`src/rtl/alu_share_ctrl_pkg.sv`:
```
// Shared definitions for the shared-ALU controller: widths, function codes,
// FSM state encoding and the latched operation record.
package alu_share_ctrl_pkg;

    localparam int unsigned ALU_DATA_W  = 32;
    localparam int unsigned ALU_SHAMT_W = 5;
    localparam int unsigned ALU_FUNCT_W = 6;

    localparam logic [ALU_FUNCT_W-1:0] FUNCT_ADDU = 6'h09;
    localparam logic [ALU_FUNCT_W-1:0] FUNCT_SUBU = 6'h0A;
    localparam logic [ALU_FUNCT_W-1:0] FUNCT_AND  = 6'h11;
    localparam logic [ALU_FUNCT_W-1:0] FUNCT_SLL  = 6'h21;

    localparam logic [1:0] S_IDLE = 2'd0;
    localparam logic [1:0] S_EXEC = 2'd1;
    localparam logic [1:0] S_RESP = 2'd2;

    typedef struct packed {
        logic [ALU_DATA_W-1:0]  src1;
        logic [ALU_DATA_W-1:0]  src2;
        logic [ALU_SHAMT_W-1:0] shamt;
        logic [ALU_FUNCT_W-1:0] funct;
    } alu_op_t;

    function automatic logic funct_supported(input logic [ALU_FUNCT_W-1:0] funct);
        logic ok;
        case (funct)
            FUNCT_ADDU, FUNCT_SUBU, FUNCT_AND, FUNCT_SLL: ok = 1'b1;
            default:                                      ok = 1'b0;
        endcase
        return ok;
    endfunction

endpackage

```
`src/rtl/ALU.sv`:
```
// Combinational 32-bit ALU: Addu/Subu/And/SLL with Zero and a 33rd-bit Carry.
// Unsupported function codes produce result 0, zero 1, carry 0.
module ALU
    import alu_share_ctrl_pkg::*;
(
    input  logic [ALU_DATA_W-1:0]  src1,
    input  logic [ALU_DATA_W-1:0]  src2,
    input  logic [ALU_SHAMT_W-1:0] shamt,
    input  logic [ALU_FUNCT_W-1:0] funct,
    output logic [ALU_DATA_W-1:0]  result,
    output logic                   zero,
    output logic                   carry
);

    logic [ALU_DATA_W:0] wide;

    // Bit ALU_DATA_W is the carry-out / borrow / bit shifted past the MSB.
    always_comb begin
        wide = '0;
        case (funct)
            FUNCT_ADDU: wide = {1'b0, src1} + {1'b0, src2};
            FUNCT_SUBU: wide = {1'b0, src1} - {1'b0, src2};
            FUNCT_AND:  wide = {1'b0, src1 & src2};
            FUNCT_SLL:  wide = {1'b0, src1} << shamt;
            default:    wide = '0;
        endcase
    end

    assign result = wide[ALU_DATA_W-1:0];
    assign carry  = wide[ALU_DATA_W];
    assign zero   = (wide[ALU_DATA_W-1:0] == '0);

endmodule

```
`src/rtl/alu_rr_arb.sv`:
```
// Two-way round-robin arbiter; grant is one-hot (or zero when nobody is valid).
module alu_rr_arb (
    input  logic [1:0] valid,
    input  logic       last_grant,
    output logic [1:0] grant
);

    // On a tie, favour whichever requester did not win last time.
    always_comb begin
        grant = 2'b00;
        case (valid)
            2'b11:   grant = last_grant ? 2'b01 : 2'b10;
            default: grant = valid;
        endcase
    end

endmodule

```
`src/rtl/alu_share_ctrl.sv`:
```
// Time-shares one ALU between two requesters with round-robin arbitration.
// Define ALU_ERR_EN to short-circuit unsupported funct codes into an error response.
module alu_share_ctrl
    import alu_share_ctrl_pkg::*;
#(
    parameter int unsigned DATA_W  = ALU_DATA_W,
    parameter int unsigned SHAMT_W = ALU_SHAMT_W,
    parameter int unsigned FUNCT_W = ALU_FUNCT_W
) (
    input  logic               clk,
    input  logic               rst,

    input  logic               req0_valid,
    output logic               req0_ready,
    input  logic [DATA_W-1:0]  req0_src1,
    input  logic [DATA_W-1:0]  req0_src2,
    input  logic [SHAMT_W-1:0] req0_shamt,
    input  logic [FUNCT_W-1:0] req0_funct,

    input  logic               req1_valid,
    output logic               req1_ready,
    input  logic [DATA_W-1:0]  req1_src1,
    input  logic [DATA_W-1:0]  req1_src2,
    input  logic [SHAMT_W-1:0] req1_shamt,
    input  logic [FUNCT_W-1:0] req1_funct,

    output logic               resp_valid,
    input  logic               resp_ready,
    output logic               resp_id,
    output logic [DATA_W-1:0]  resp_result,
    output logic               resp_zero,
    output logic               resp_carry
`ifdef ALU_ERR_EN
    ,
    output logic               resp_err
`endif
);

    logic [1:0]        state_q, state_d;
    logic              last_grant_q;
    logic              id_q;
    alu_op_t           op_q;
    alu_op_t           req_op;
    logic [1:0]        grant;
    logic              accept;
    logic              skip_alu;

    logic [DATA_W-1:0] res_q;
    logic              zero_q;
    logic              carry_q;
    logic [DATA_W-1:0] alu_result;
    logic              alu_zero;
    logic              alu_carry;

    alu_rr_arb u_arb (
        .valid      ({req1_valid, req0_valid}),
        .last_grant (last_grant_q),
        .grant      (grant)
    );

    assign accept     = (state_q == S_IDLE) && (grant != 2'b00) && !rst;
    assign req0_ready = (state_q == S_IDLE) && grant[0] && !rst;
    assign req1_ready = (state_q == S_IDLE) && grant[1] && !rst;

    always_comb begin
        req_op = '0;
        if (grant[1]) begin
            req_op.src1  = req1_src1;
            req_op.src2  = req1_src2;
            req_op.shamt = req1_shamt;
            req_op.funct = req1_funct;
        end else begin
            req_op.src1  = req0_src1;
            req_op.src2  = req0_src2;
            req_op.shamt = req0_shamt;
            req_op.funct = req0_funct;
        end
    end

`ifdef ALU_ERR_EN
    assign skip_alu = !funct_supported(req_op.funct);
`else
    assign skip_alu = 1'b0;
`endif

    ALU u_alu (
        .src1   (op_q.src1),
        .src2   (op_q.src2),
        .shamt  (op_q.shamt),
        .funct  (op_q.funct),
        .result (alu_result),
        .zero   (alu_zero),
        .carry  (alu_carry)
    );

    always_comb begin
        state_d = state_q;
        unique case (state_q)
            S_IDLE:  if (accept) state_d = skip_alu ? S_RESP : S_EXEC;
            S_EXEC:  state_d = S_RESP;
            S_RESP:  if (resp_ready) state_d = S_IDLE;
            default: state_d = S_IDLE;
        endcase
    end

`ifdef ALU_ERR_EN
    logic err_q;

    always_ff @(posedge clk) begin
        if (rst) begin
            err_q <= 1'b0;
        end else if (accept) begin
            err_q <= skip_alu;
        end
    end

    assign resp_err = err_q;
`endif

    always_ff @(posedge clk) begin
        if (rst) begin
            state_q      <= S_IDLE;
            last_grant_q <= 1'b1;
            id_q         <= 1'b0;
            op_q         <= '0;
            res_q        <= '0;
            zero_q       <= 1'b0;
            carry_q      <= 1'b0;
        end else begin
            state_q <= state_d;
            if (accept) begin
                op_q         <= req_op;
                id_q         <= grant[1];
                last_grant_q <= grant[1];
                // Error responses bypass EXEC, so clear the payload here.
                if (skip_alu) begin
                    res_q   <= '0;
                    zero_q  <= 1'b0;
                    carry_q <= 1'b0;
                end
            end
            if (state_q == S_EXEC) begin
                res_q   <= alu_result;
                zero_q  <= alu_zero;
                carry_q <= alu_carry;
            end
        end
    end

    assign resp_valid  = (state_q == S_RESP);
    assign resp_id     = id_q;
    assign resp_result = res_q;
    assign resp_zero   = zero_q;
    assign resp_carry  = carry_q;

endmodule

```
`config.mk`:
```
export PLATFORM = sky130hd
export DESIGN_NAME = alu_share_ctrl
export DESIGN_NICKNAME = d
export VERILOG_FILES = /design/src/rtl/alu_share_ctrl_pkg.sv /design/src/rtl/ALU.sv /design/src/rtl/alu_rr_arb.sv /design/src/rtl/alu_share_ctrl.sv
export SDC_FILE = /design/constraint.sdc
export NUM_CORES = 1
export LEC_CHECK = 0
export BUFFER_PORTS_ARGS = -buffer_cell sky130_fd_sc_hd__clkbuf_2
export CAP_MARGIN = 10
export CORE_AREA = 2 2 136 138
export DETAILED_ROUTE_END_ITERATION = 8
export DIE_AREA = 0 0 138 140
export PLACE_DENSITY = 0.8
export SYNTH_ARGS = -nofsm -noshare
export SYNTH_HDL_FRONTEND = slang
export SYNTH_SLANG_ARGS = --single-unit
```
`constraint.sdc`:
```
create_clock -name clk -period 5.9 [get_ports clk]
set_input_delay 1.18 -clock clk [delete_from_list [all_inputs] [get_ports clk]]
set_output_delay 1.18 -clock clk [all_outputs]
set_load 0.02 [all_outputs]
```
After elaboration in Yosys (flattened, before gate mapping)
Cells that the tools add are included.
Operators by class
  $add $sub $neg: 2
  equal/unequal tests: 9
  shift-type cells: 1
  multiplexer cells: 7
  bitwise gates (word level): 1
  reductions and logical operators: 11
Operators by type and width (number)
  case mux 33 bit (4 select lines): 1
  two-way mux 75 bit: 1
  adder 32 x 32 -> 33 bit: 1
  << shifter 32 x 5 -> 33 bit: 1
  subtractor 32 x 32 -> 33 bit: 1
  bitwise AND 32 bit: 1
  logical NOT 32 bit: 1
  equality test 6 x 4 -> 1 bit, second input constant: 2
  two-way mux 2 bit: 4
  equality test 6 x 5 -> 1 bit, second input constant: 1
  equality test 6 bit, second input constant: 1
  logical AND 1 bit: 6
  case mux 2 bit (3 select lines): 1
  equality test 2 bit, second input constant: 2
  equality test 2 x 1 -> 1 bit, second input constant: 1
  logical NOT 2 bit: 1
  != test 2 x 1 -> 1 bit, second input constant: 1
  != test 2 bit, second input constant: 1
  AND reduction 2 bit: 1
  nonzero test 2 bit: 1
  logical NOT 1 bit: 1
Word-level totals
  register bits after elaboration: 113
  bits of input ports: 155
  output and inout port bits: 38
  word-level logic and storage cells: 41

Depth between registers and ports, before layout
Gate-level depths: netlist of run 1.
  depth in word-level cells: 7
  mapped depth: 21
  gate-level depth less buffers: 20

Modules after synthesis
A second synthesis of run 1 with hierarchy kept.
Second synthesis, totals
  cells, all modules: 1285
  area, all modules: 10253.6 um^2
Modules (own cells, without submodules)
  ALU: times used 1, cells each 772, area each 5297.6 um^2, sequential area each 0.0 um^2
  alu_share_ctrl: times used 1, cells each 510, area each 4937.2 um^2, sequential area each 2262.2 um^2
  alu_rr_arb: times used 1, cells each 3, area each 18.8 um^2, sequential area each 0.0 um^2

Worst setup path before layout of run 1
Ideal clock, no wire load.
  path type: register -> register
  from: register op_q[13] (netlist name)
  to: register zero_q, in the netlist resp_zero
  library setup time: 0.061 ns
  arrival time: 4.634 ns
  data required time: 5.839 ns
  setup slack: 1.206 ns
  stages on the path, launching flop included: 21
  buffers on the path: 2
  clock period less this slack: 4.694 ns
  cell sequence: dfxtp_1 > clkbuf_1 > or4_1 > nor4_1 > nor3b_1 > nand2_1 > or3_1 > o41ai_1 > xor2_1 > ha_1 > clkbuf_1 > a21o_1 > a31oi_1 > o21a_1 > o21ai_0 > a2111oi_0 > o41ai_1 > a31oi_1 > nand4_1 > nor4b_2 > a32o_1
On the way
  word-level cells in the longest chain between the ends: 3
  elaborated cells on any way between the ends: 5
  classes of those cells: add/sub (2); mux (1); bitwise (1); reduce/logical (1)
Ends and longest elaborated chain
  start: declaration: line alu_share_ctrl.sv:42  | alu_op_t op_q;
  start signal: assignment: line alu_share_ctrl.sv:132  | op_q <= req_op;
  subtractor 32 x 32 -> 33 bit (tied with other cells): line ALU.sv:22  | FUNCT_SUBU: wide = {1'b0, src1} - {1'b0, src2};
  case mux 33 bit (4 select lines) (*): line ALU.sv:20  | case (funct)
  logical NOT 32 bit (*): line ALU.sv:31  | assign zero = (wide[ALU_DATA_W-1:0] == '0);
  end signal: assignment: line alu_share_ctrl.sv:144  | zero_q <= alu_zero;
  end: declaration: line alu_share_ctrl.sv:49  | logic zero_q;
Every way passes the cells marked *; elsewhere a longest branch is shown, timed or not.
A chain may end at the register's enable or synchronous reset.

Worst setup path after layout of run 1
  from: register op_q[4] (netlist name)
  to: register zero_q, in the netlist resp_zero
On the way
  word-level cells in the longest chain between the ends: 3
  elaborated cells on any way between the ends: 6
  classes of those cells: eq/ne (4); mux (1); reduce/logical (1)
Ends and longest elaborated chain (line)
  equality test 6 bit (tied with other cells): ALU.sv:20
  case mux 33 bit (4 select lines) (*): ALU.sv:20
  logical NOT 32 bit (*): ALU.sv:31
Marks and branches as above.

==> results.md, run 1 <==
- DRT Wirelength: 34.10 mm
- R2R Path Start: op_q[4]
- Nets: 1,584
- Lkg Pwr: 4.984 nW
- Adder-cell share of the synthesized area: 4.456%
- Placed Instances: 1,604
- Die X: 138 microns
- Tmin final: 5.259 ns
- Sink Count: 113
- DRC: 0
- Die height: 140 microns
- Worst VDD drop: 0.2216 mV
- Hold buffers post-CTS: 0
- Fmax: 0.1902 GHz
- CTS Buf Count: 17
- Seq. cell area: 2265 sq um
- Largest family of logic cells by synthesized area: compound AO/OA/AOI/OAI gates
- Final Setup Violations: 0
- Ys async rst share: 0%
- Fin crit share: 89.14%
- Mapped cell area: 9996 sq um
- Largest net degree at the start of global routing: 126
- PostCTS Resize Cnt: 0
- P_int: 2.196 mW
- Post-DRT Antenna Nets: 0
- Simple-Gate Fraction of Synth Area: 19.60%
- First-pass GRT wire length: 53.27 mm
- Top Ports: 193
- Seq/Total Area, Yosys: 22.63%
- Fraction of synthesized area in multiplexers: 17.97%
- Slew headroom: 42.73%
- Mapped Cells: 1,266
- Congestion Overflow GR: 0
- Setup crit end kind: flop
- Worst Hold Class: reg2reg
- Setup TNS: 0 ns
- Synth area leader: dfxtp_1
- Post-synthesis compound-gate area fraction: 26.17%
- Final Core Density: 65.70%
- Pre-CTS setup slack: 0.7308 ns
- Routability Congestion: 0.9782
- Sw Pwr: 1.387 mW
- Reg2reg path depth: 15
- Setup repair after global routing missed its margin: false
- Top post-synthesis cells by area: dfxtp_1 (23%), mux2i_1 (12%), a31o_2 (6.7%)
- Multi-input gate area in the final layout: 7268 sq um
- Postcts setup bufs: 0
- N_diodes: 0
- Setup ws final: 0.6410 ns
- Filler Cell Count: 1,555
- CP startpoint kind: flop
- Clk_lat worst skew: 0.43 ns
- Vias in the first global route: 9,567
- Hold Crit Start: resp_result[24]
- Initial Util: 56.22%
- Mapped Nets: 1,456
- CTS tree: built
- Vias per cell: 6.420
- Full die area: 19,320 sq um
- Clock Power Share: 32.9%
- Count of cell types in the netlist: 81
- Synth Area in XOR/XNOR: 4.206%
- Final HPWL DP: 26.30 mm
- H-tree depth: 4
- Hold Fails Final Rpt: 0
- Max FO, Critical Path: 7
- Number of enable-type register cells in the synthesized netlist: 0
- Slew @ Worst Pin: 0.8500 ns
- Req. time, crit path: 6.28 ns
- Flop pwr share: 28.3%
- GRT Total Usage: 34.53%
- Pre-Repair DR Iteration Count: 7
- CP Launch Point: op_q[4]
- Status: completed
- Arr. time, crit path: 5.64 ns
- Proportion of layout cells with a drive suffix above 1: 27.01%
- 1st-iter DRT viols: 1,152
- Warnings, synthesis: 0
- Total core area: 17,780 sq um
- Synth cell count leaders: nor2_1 (161), mux2i_1 (115), dfxtp_1 (113), nand2_1 (96)
- #FFs+latches synth: 113
- Rows: 49
- Via count: 10,500
- Combinational share of power: 38.8%
- Cell Pwr Density: 306.7 nW/um^2
- Number of port buffers: 192
- Avg Cell Area, Syn: 7.896 sq um
- Clock tree buffer depth: 2
- Sw Ratio: 38.71%
- Final hold slack: 0.4493 ns
- DR WL/cell: 20.85 microns
- Root Buffer: clkbuf_16
- Layout Skew: 0.009987 ns
- Max Cap Viol: 0
- Fin cells: 1,636
- Final Slew Violations: 0
- Share of the synthesized area in the top cell type: 22.63%
- Area growth syn-to-layout: 16.86%
- WHS Path Cells: 2
- Most frequent cell after synthesis: nor2_1
- WS Path Type: reg2reg
- Main synth FF type: dfxtp_1
- Reg clk slew, reported paths: 0.06 ns
- Initial antenna violation count: 0
-- registers in the layout, indices dropped and copies added (netlist names) --
register and cells:
resp_carry 1, resp_id 1, state_q 2, last_grant_q 1, resp_zero 1, resp_result 32, op_q 75
-- power by group through the flow --
| stage | clock network [mW] | logic, mW | registers, mW |
|---|---|---|---|
| finish | 1.18 | 1.39 | 1.01 |
| global route | 1.22 | 1.51 | 1.02 |
| CTS | 1.18 | 1.36 | 1.00 |
| detailed placement | 0 | 1.35 | 1.02 |
| global placement | 0 | 1.33 | 1.01 |
| floorplan | 0 | 1.02 | 0.971 |
-- stage by stage --
step / cell area, sq um / power (mW)
finish: 11680 / 3.582
detailed placement: 11010 / 2.363
global placement: 11010 / 2.349
global route: 11680 / 3.751
floorplan: 9996 / 1.987
CTS: 11680 / 3.545
-- cell families after synthesis --
| logic type | count (synthesis) |
|---|---|
| fa+ha+maj | 35 |
| compound gates | 374 |
| simple gates | 419 |
| buf+inv | 124 |
| flops | 113 |
| xor+xnor | 48 |
| mux | 153 |
-- layer usage --
layer | vias up | wire length (microns) | share of wire [%] | GRT usage [%]
li1 | 4988 | - | - | -
met5 | - | 0 | 0 | 0
met1 | 4922 | 15040 | 44 | 48.58
met4 | 0 | 929 | 2.7 | 11.06
met3 | 62 | 3665 | 11 | 10.22
met2 | 531 | 14470 | 42 | 50.83
-- critical path, stage by stage (launching register included) --
cell      delay [ns]
dfxtp_1         0.35
nor4b_1         0.67
nand3b_1        0.46
nand2_1         0.17
o21ai_0         0.16
fa_1            0.46
nand2b_1        0.18
a211oi_1        0.50
o21ai_0         0.27
o41ai_2         0.56
a311oi_1        0.20
xnor2_1         0.16
a211oi_1        0.49
nor3b_1         0.21
nor4b_2         0.21
a32o_1          0.14
-- path summary, 6_finish.rpt --
kind,slack [ns],to
max reg2reg,0.64,resp_zero
min,0.45,resp_result[24]
max,0.64,resp_zero
min reg2reg,0.45,resp_result[24]
-- final cells by class --
class                   instances  area share (%)
multi-input cells            1029           62.22
flip-flops and latches        113           19.39
repair buffers                210           9.490
clock buffers                  18           3.760
well taps                     229           2.453
clock inverters                14           1.949
inverters                      23          0.7391
-- cells in the final DEF (no fill, tap or decap), types with 32 or more instances in the layout --
cell      Yosys  routed
dfxtp_1     113     111
mux2i_1     115     115
nand2_1      96      96
a31o_2       77      77
a21oi_1      75      75
o21ai_0      76      76
nor2_1      161     161
nand3_1      32      32
ha_1         34      34
clkbuf_2      0     192
No activity file was read; power rests on OpenSTA's default activity.
==> run 2, diff against run 1 <==
Settings changed: CORE_AREA 2 2 136 138 to 2 2 133 135, DIE_AREA 0 0 138 140 to 0 0 135 137, PLACE_DENSITY 0.8 to 0.83.
Clock period 5.9 ns to 6.1 ns, I/O delays scaled along.
==> results.md, run 2 (synthesis gave the netlist of run 1 again) <==
- Largest register by flop count: op_q
- Post-DRT Antenna Nets: 0 (unchanged)
- Clock tree buffer depth: 2 (unchanged)
- Fin cells: 1,629 (-0.43%)
- Setup repair after global routing missed its margin: false
- PostCTS Resize Cnt: 0 (unchanged)
- Arr. time, crit path: 5.60 ns (-0.04 ns)
- H-tree depth: 4 (unchanged)
- Final Setup Violations: 0 (unchanged)
- CP startpoint kind: flop
- Hold Fails Final Rpt: 0 (unchanged)
- Proportion of layout cells with a drive suffix above 1: 26.85% (-0.16 points)
- CTS Buf Count: 17 (unchanged)
- Vias in the first global route: 9,470 (-1.0%)
- Fin crit share: 85.78% (-3.4 points)
- Top Ports: 193 (unchanged)
- Initial antenna violation count: 0 (unchanged)
- Reg clk slew, reported paths: 0.06 ns (about the same)
- Routability Congestion: 0.9936 (+1.6%)
- Final Slew Violations: 0 (unchanged)
- Total core area: 17,060 sq um (-4.1%)
- Lkg Pwr: 4.950 nW (-0.69%)
- Worst VDD drop: 0.2621 mV (+18%)
- DR WL/cell: 21.08 microns (+1.1%)
- Cell Pwr Density: 293.7 nW/um^2 (-4.2%)
- Slew @ Worst Pin: 0.9466 ns (+0.09657 ns)
- Fmax: 0.1911 GHz (+0.51%)
- Root Buffer: clkbuf_16
- Rows: 48 (-2.0%)
- Worst Hold Class: reg2reg
- Max Cap Viol: 0 (unchanged)
- Pre-Repair DR Iteration Count: 6 (-1)
- DRT Wirelength: 34.33 mm (+0.67%)
- N_diodes: 0 (unchanged)
- Sink Count: 113 (unchanged)
- Postcts setup bufs: 0 (unchanged)
- Setup crit end kind: flop
- Congestion Overflow GR: 0 (unchanged)
- Req. time, crit path: 6.47 ns (+0.19 ns)
- Tmin final: 5.232 ns (-0.02660 ns)
- Slew headroom: 36.89% (-5.8 points)
- Max FO, Critical Path: 8 (+1)
- Setup TNS: 0 ns (unchanged)
- WS Path Type: reg2reg
- Final HPWL DP: 26.12 mm (-0.68%)
- Initial Util: 58.60% (+2.4 points)
- WHS Path Cells: 2 (unchanged)
- Most frequent cells in the layout: clkbuf_2 (192), nor2_1 (161), mux2i_1 (115), dfxtp_1 (111), nand2_1 (96)
- Final Core Density: 68.19% (+2.5 points)
- Pre-CTS setup slack: 0.9322 ns (+0.2014 ns)
- Area after DPL: 10,990 sq um (-0.25%)
- Hold buffers post-CTS: 0 (unchanged)
- Number of port buffers: 192 (unchanged)
- Die height: 137 microns (-2.1%)
- Placed Instances: 1,597 (-0.44%)
- Full die area: 18,500 sq um (-4.3%)
- Vias per cell: 6.511 (+1.4%)
- CTS tree: built
- Cell area after layout: 11,630 sq um (-0.44%)
- Largest net degree at the start of global routing: 153 (+21%)
- Setup ws final: 0.8676 ns (+0.2266 ns)
- Die X: 135 microns (-2.2%)
- Commonest non-fill, non-tap cell in the layout: clkbuf_2
- Status: completed
- Clk_lat worst skew: 0.43 ns (about the same)
- Via count: 10,610 (+0.98%)
- Area growth syn-to-layout: 16.35%
- DRC: 0 (unchanged)
- Max reg flops: 75 (unchanged)
- Reg2reg path depth: 18 (+3)
- Nets: 1,581 (-0.19%)
- GRT Total Usage: 36.55% (+2.0 points)
- First-pass GRT wire length: 52.33 mm (-1.8%)
- Layout Skew: 0.01241 ns (+0.002423 ns)
- 1st-iter DRT viols: 1,263 (+9.6%)
==> run 2: cell types whose count changed in the layout (fill, tap and decap cells not counted), sizes merged <==
cell	previous run	this run
buf	18	15
inv	26	27
clkinv	5	3
clkinvlp	1	3
bufinv	5	4
==> run 2: path summary, 6_finish.rpt <==
check / start / to / slack, ns
worst max-delay path: op_q[13] / resp_zero / 0.87
worst min-delay path: resp_result[24] / resp_result[24] / 0.45
worst max register to register: op_q[13] / resp_zero / 0.87
worst min register to register: resp_result[24] / resp_result[24] / 0.45
==> run 2: final cells by class <==
type                       instances  area, sq um
fill                            1444         5426
sequential                       113         2265
clock buffer                      18        439.2
multi-input combinational       1029         7268
tap                              225        281.5
timing repair buffer             207         1086
inverter                          23        86.33
clock inverter                    14        203.9
==> run 2: power breakdown <==
part	total [mW]	switching [mW]	internal, mW
clock	1.10	0.395	0.701
combinational	1.33	0.774	0.557
sequential	0.989	0.166	0.823
==> run 2: worst max-delay path, cell delays in order (launching register included) <==
cell and delay [ns]:
dfxtp_1 0.37, or4_1 0.61, nor4_1 0.24, nor3b_1 0.38, nand2_1 0.18, or3_1 0.40, o41ai_1 0.32, xor2_1 0.19
ha_1 0.35, a21o_1 0.22, a31oi_1 0.22, o21a_1 0.15, o21ai_0 0.07, a2111oi_0 0.48, o41ai_1 0.15, a31oi_1 0.22
nand4_1 0.17, nor4b_2 0.28, a32o_1 0.15
==> run 2: metal layers <==
metal / wire length (microns) / part of all wire [%] / vias up / track usage [%]
met2: 14920 / 43 / 567 / 55.53
met4: 1032 / 3.0 / 0 / 11.86
met5: 0 / 0 / - / 0
met3: 3499 / 10 / 69 / 6.593
li1: - / - / 4982 / -
met1: 14890 / 43 / 4988 / 52.37
==> run 2: through the flow <==
stage               total power, mW  hold WS [ns]
finish                        3.416        0.4537
global route                  3.579        0.4856
CTS                           3.379        0.4556
detailed placement            2.279        0.4492
global placement              2.263        0.4387
floorplan                     1.922        0.4897
==> run 3, diff against run 2 <==
Settings changed: ABC_AREA from default to 1, CORE_AREA 2 2 133 135 to 2 2 135 137, DIE_AREA 0 0 135 137 to 0 0 137 139.
==> results.md, run 3 <==
- Synth Area in XOR/XNOR: 2.701% (-1.5 points)
- Hold Fails Final Rpt: 0 (unchanged)
- Number of enable-type register cells in the synthesized netlist: 0 (unchanged)
- CTS tree: built
- Top Layer Used: met5
- Slew @ Worst Pin: 1.215 ns (+0.2685 ns)
- Mapped Cells: 1,858 (+47%)
- Worst Hold Class: reg2reg
- Max Cap Viol: 0 (unchanged)
- Mapped Nets: 2,048 (+41%)
- P_int: 1.960 mW (-5.8%)
- Adder-cell share of the synthesized area: 4.293% (-0.16 points)
- Tmin final: 4.213 ns (-1.020 ns)
- Critical path, cell by cell: inv_1, nand2_1, nor2_1, nand2_1, buf_4, inv_1, or2_2, xor2_1, ha_1, nand2_1, nand2_1, a21oi_1, nand2_1, o21ai_0, o211ai_1, nor2_1, nand3_1, nor2_1, nand3_1, a21oi_1
- Cell repeated most along the worst path: nand2_1
- Die height: 139 microns (+1.5%)
- Final Setup Violations: 0 (unchanged)
- Largest register by flop count: op_q
- Synth area leader: dfxtp_1
- GRT Total Usage: 44.07% (+7.5 points)
- Sw Pwr: 1.493 mW (+12%)
- Main synth FF type: dfxtp_1
- Number of port buffers: 192 (unchanged)
- Congestion Overflow GR: 0 (unchanged)
- Flop pwr share: 28.4% (-0.6 points)
- Sink Count: 113 (unchanged)
- WL met3: 5.373 mm (+54%)
- Initial Util: 58.76% (+0.15 points)
- Crit-path leading delay family: simple AND/OR/NAND/NOR gates
- DRC: 0 (unchanged)
- Synth cell count leaders: nand2_1 (517), nand3_1 (300), inv_1 (235), nor2_1 (213), o21ai_0 (114)
- Die X: 137 microns (+1.5%)
- First-pass GRT wire length: 64.34 mm (+23%)
- WS Path Type: reg2reg
- Clock tree buffer depth: 2 (unchanged)
- Max FO, Critical Path: 21 (+13)
- Vias in the first global route: 11,890 (+26%)
- Status: completed
- Req. time, crit path: 6.45 ns (-0.02 ns)
- H-tree depth: 4 (unchanged)
- Most frequent cell after synthesis: nand2_1
- Nets: 2,187 (+38%)
- Area growth syn-to-layout: 15.99%
- Setup repair after global routing missed its margin: false
- Count of cell types in the netlist: 45 (-44%)
- Clk_lat worst skew: 0.43 ns (about the same)
- Setup TNS: 0 ns (unchanged)
- Post-synthesis compound-gate area fraction: 13.72% (-12 points)
- Clock Power Share: 31.7% (-0.4 points)
- Final Core Density: 68.15% (about the same)
- Vias per cell: 5.911 (-9.2%)
- CP startpoint kind: flop
- DRT Wirelength: 42.25 mm (+23%)
- Cell Pwr Density: 286.9 nW/um^2 (-2.3%)
- Postcts setup bufs: 0 (unchanged)
- Sw Ratio: 43.23% (+4.1 points)
- Avg Cell Area, Syn: 5.584 sq um (-29%)
- Worst path max stage delay: 0.49 ns (-0.12 ns)
- Worst VDD drop: 0.2093 mV (-20%)
- Mapped cell area: 10,370 sq um (+3.8%)
- Full die area: 19,040 sq um (+3.0%)
- Lkg Pwr: 6.497 nW (+31%)
- 1st-iter DRT viols: 1,846 (+46%)
- Post-DRT Antenna Nets: 0 (unchanged)
- Largest family of logic cells by synthesized area: simple AND/OR/NAND/NOR gates
- Final HPWL DP: 32.82 mm (+26%)
- Root Buffer: clkbuf_16
- Fmax: 0.2374 GHz (+24%)
- Hold buffers post-CTS: 0 (unchanged)
- CP bufs+invs: 3 (+3)
- Seq/Total Area, Yosys: 21.80% (-0.83 points)
- Slew headroom: 18.89% (-18 points)
- Proportion of layout cells with a drive suffix above 1: 13.78% (-13 points)
- DR WL/cell: 18.87 microns (-10%)
- Setup crit end kind: flop
- Met2 wire length: 17.65 mm (+18%)
- Via count: 13,240 (+25%)
- #FFs+latches synth: 113 (unchanged)
- Pre-Repair DR Iteration Count: 8 (+2)
- Fin crit share: 69.06% (-17 points)
- Share of the synthesized area in the top cell type: 21.80% (-0.83 points)
- CP max stage cell: o21ai_0
- Rows: 49 (+2.1%)
- Warnings, synthesis: 0 (unchanged)
- Largest net degree at the start of global routing: 77 (-50%)
- Reg clk slew, reported paths: 0.06 ns (about the same)
- Ys async rst share: 0% (unchanged)
- Layout Skew: 0.01193 ns (-0.0004845 ns)
- Routability Congestion: 1.126 (+13%)
- N_diodes: 0 (unchanged)
- Top Ports: 193 (unchanged)
- Arr. time, crit path: 4.56 ns (-1.04 ns)
- Combinational share of power: 39.9% (+1.0 points)
- Fraction of synthesized area in multiplexers: 0.09648% (-18 points)
- Most frequent cells in the layout: nand2_1 (517), nand3_1 (300), inv_1 (234), nor2_1 (211), clkbuf_2 (192)
- Commonest non-fill, non-tap cell in the layout: nand2_1
- Top post-synthesis cells by area: dfxtp_1 (22%), nand2_1 (19%), nand3_1 (14%)
- PostCTS Resize Cnt: 0 (unchanged)
- Final Slew Violations: 0 (unchanged)
- Max reg flops: 75 (unchanged)
- Met1 wire length: 16.11 mm (+8.2%)
- Simple-Gate Fraction of Synth Area: 44.73% (+25 points)
- CTS Buf Count: 17 (unchanged)
- Initial antenna violation count: 2 (+2)
- Total core area: 17,660 sq um (+3.5%)
[run 3: cells by family (layout without fill, tap and decap cells)]
logic type / after synthesis / in the layout
muxes: 1 / 1
and+or+nand+nor: 1089 / 1089
adders and majority gates: 35 / 35
xor gates and xnor gates: 32 / 32
DFF: 113 / 113
AOI/OAI and AO/OA: 250 / 250
buffers and inverters: 338 / 490
[run 3: cell type report]
type	count	area (sq um)
well taps	229	286.5
inverters	253	949.7
clock buffers	19	442.9
repair buffers	205	1071
flip-flops and latches	113	2262
multi-input cells	1407	6838
clock inverters	13	183.9
fillers	1625	5623
[run 3: path summary, 6_finish.rpt]
check | startpoint | end | slack [ns] | cells past startpoint
setup reg to reg | op_q[5] | resp_zero | 1.89 | 20
hold / removal | last_grant_q | last_grant_q | 0.46 | 2
setup / recovery | op_q[5] | resp_zero | 1.89 | 20
hold reg to reg | last_grant_q | last_grant_q | 0.46 | 2
[run 3: worst min-delay path, cell delays in order (launching register included)]
cell and delay [ns]:
dfxtp_1 0.33, a21oi_1 0.06, nand2_1 0.05
[run 3: metal layers]
metal / global-route usage (%) / vias up
li1: - / 6271
met1: 56.55 / 5801
met2: 65.75 / 957
met3: 11.70 / 202
met4: 26.10 / 4
met5: 0 / -
[run 3: power by group through the flow]
stage / clock, mW / combinational (mW) / sequential [mW]
global route: 1.12 / 1.52 / 0.978
global placement: 0 / 1.32 / 0.978
finish: 1.09 / 1.38 / 0.980
floorplan: 0 / 0.931 / 0.934
CTS: 1.09 / 1.34 / 0.966
detailed placement: 0 / 1.33 / 0.981
[run 3: metrics by stage]
step	area, sq um	power [mW]	hold slack (ns)	std cells	worst slack (ns)
3_5_place_dp	11390	2.308	0.4461	2206	2.095
4_1_cts	12010	3.393	0.4601	2238	2.059
6_report	12030	3.453	0.4631	2239	1.887
2_1_floorplan	10380	1.865	0.4335	1858	2.494
3_3_place_gp	11390	2.296	0.4404	2206	2.108
5_1_grt	12030	3.620	0.4828	2239	1.668
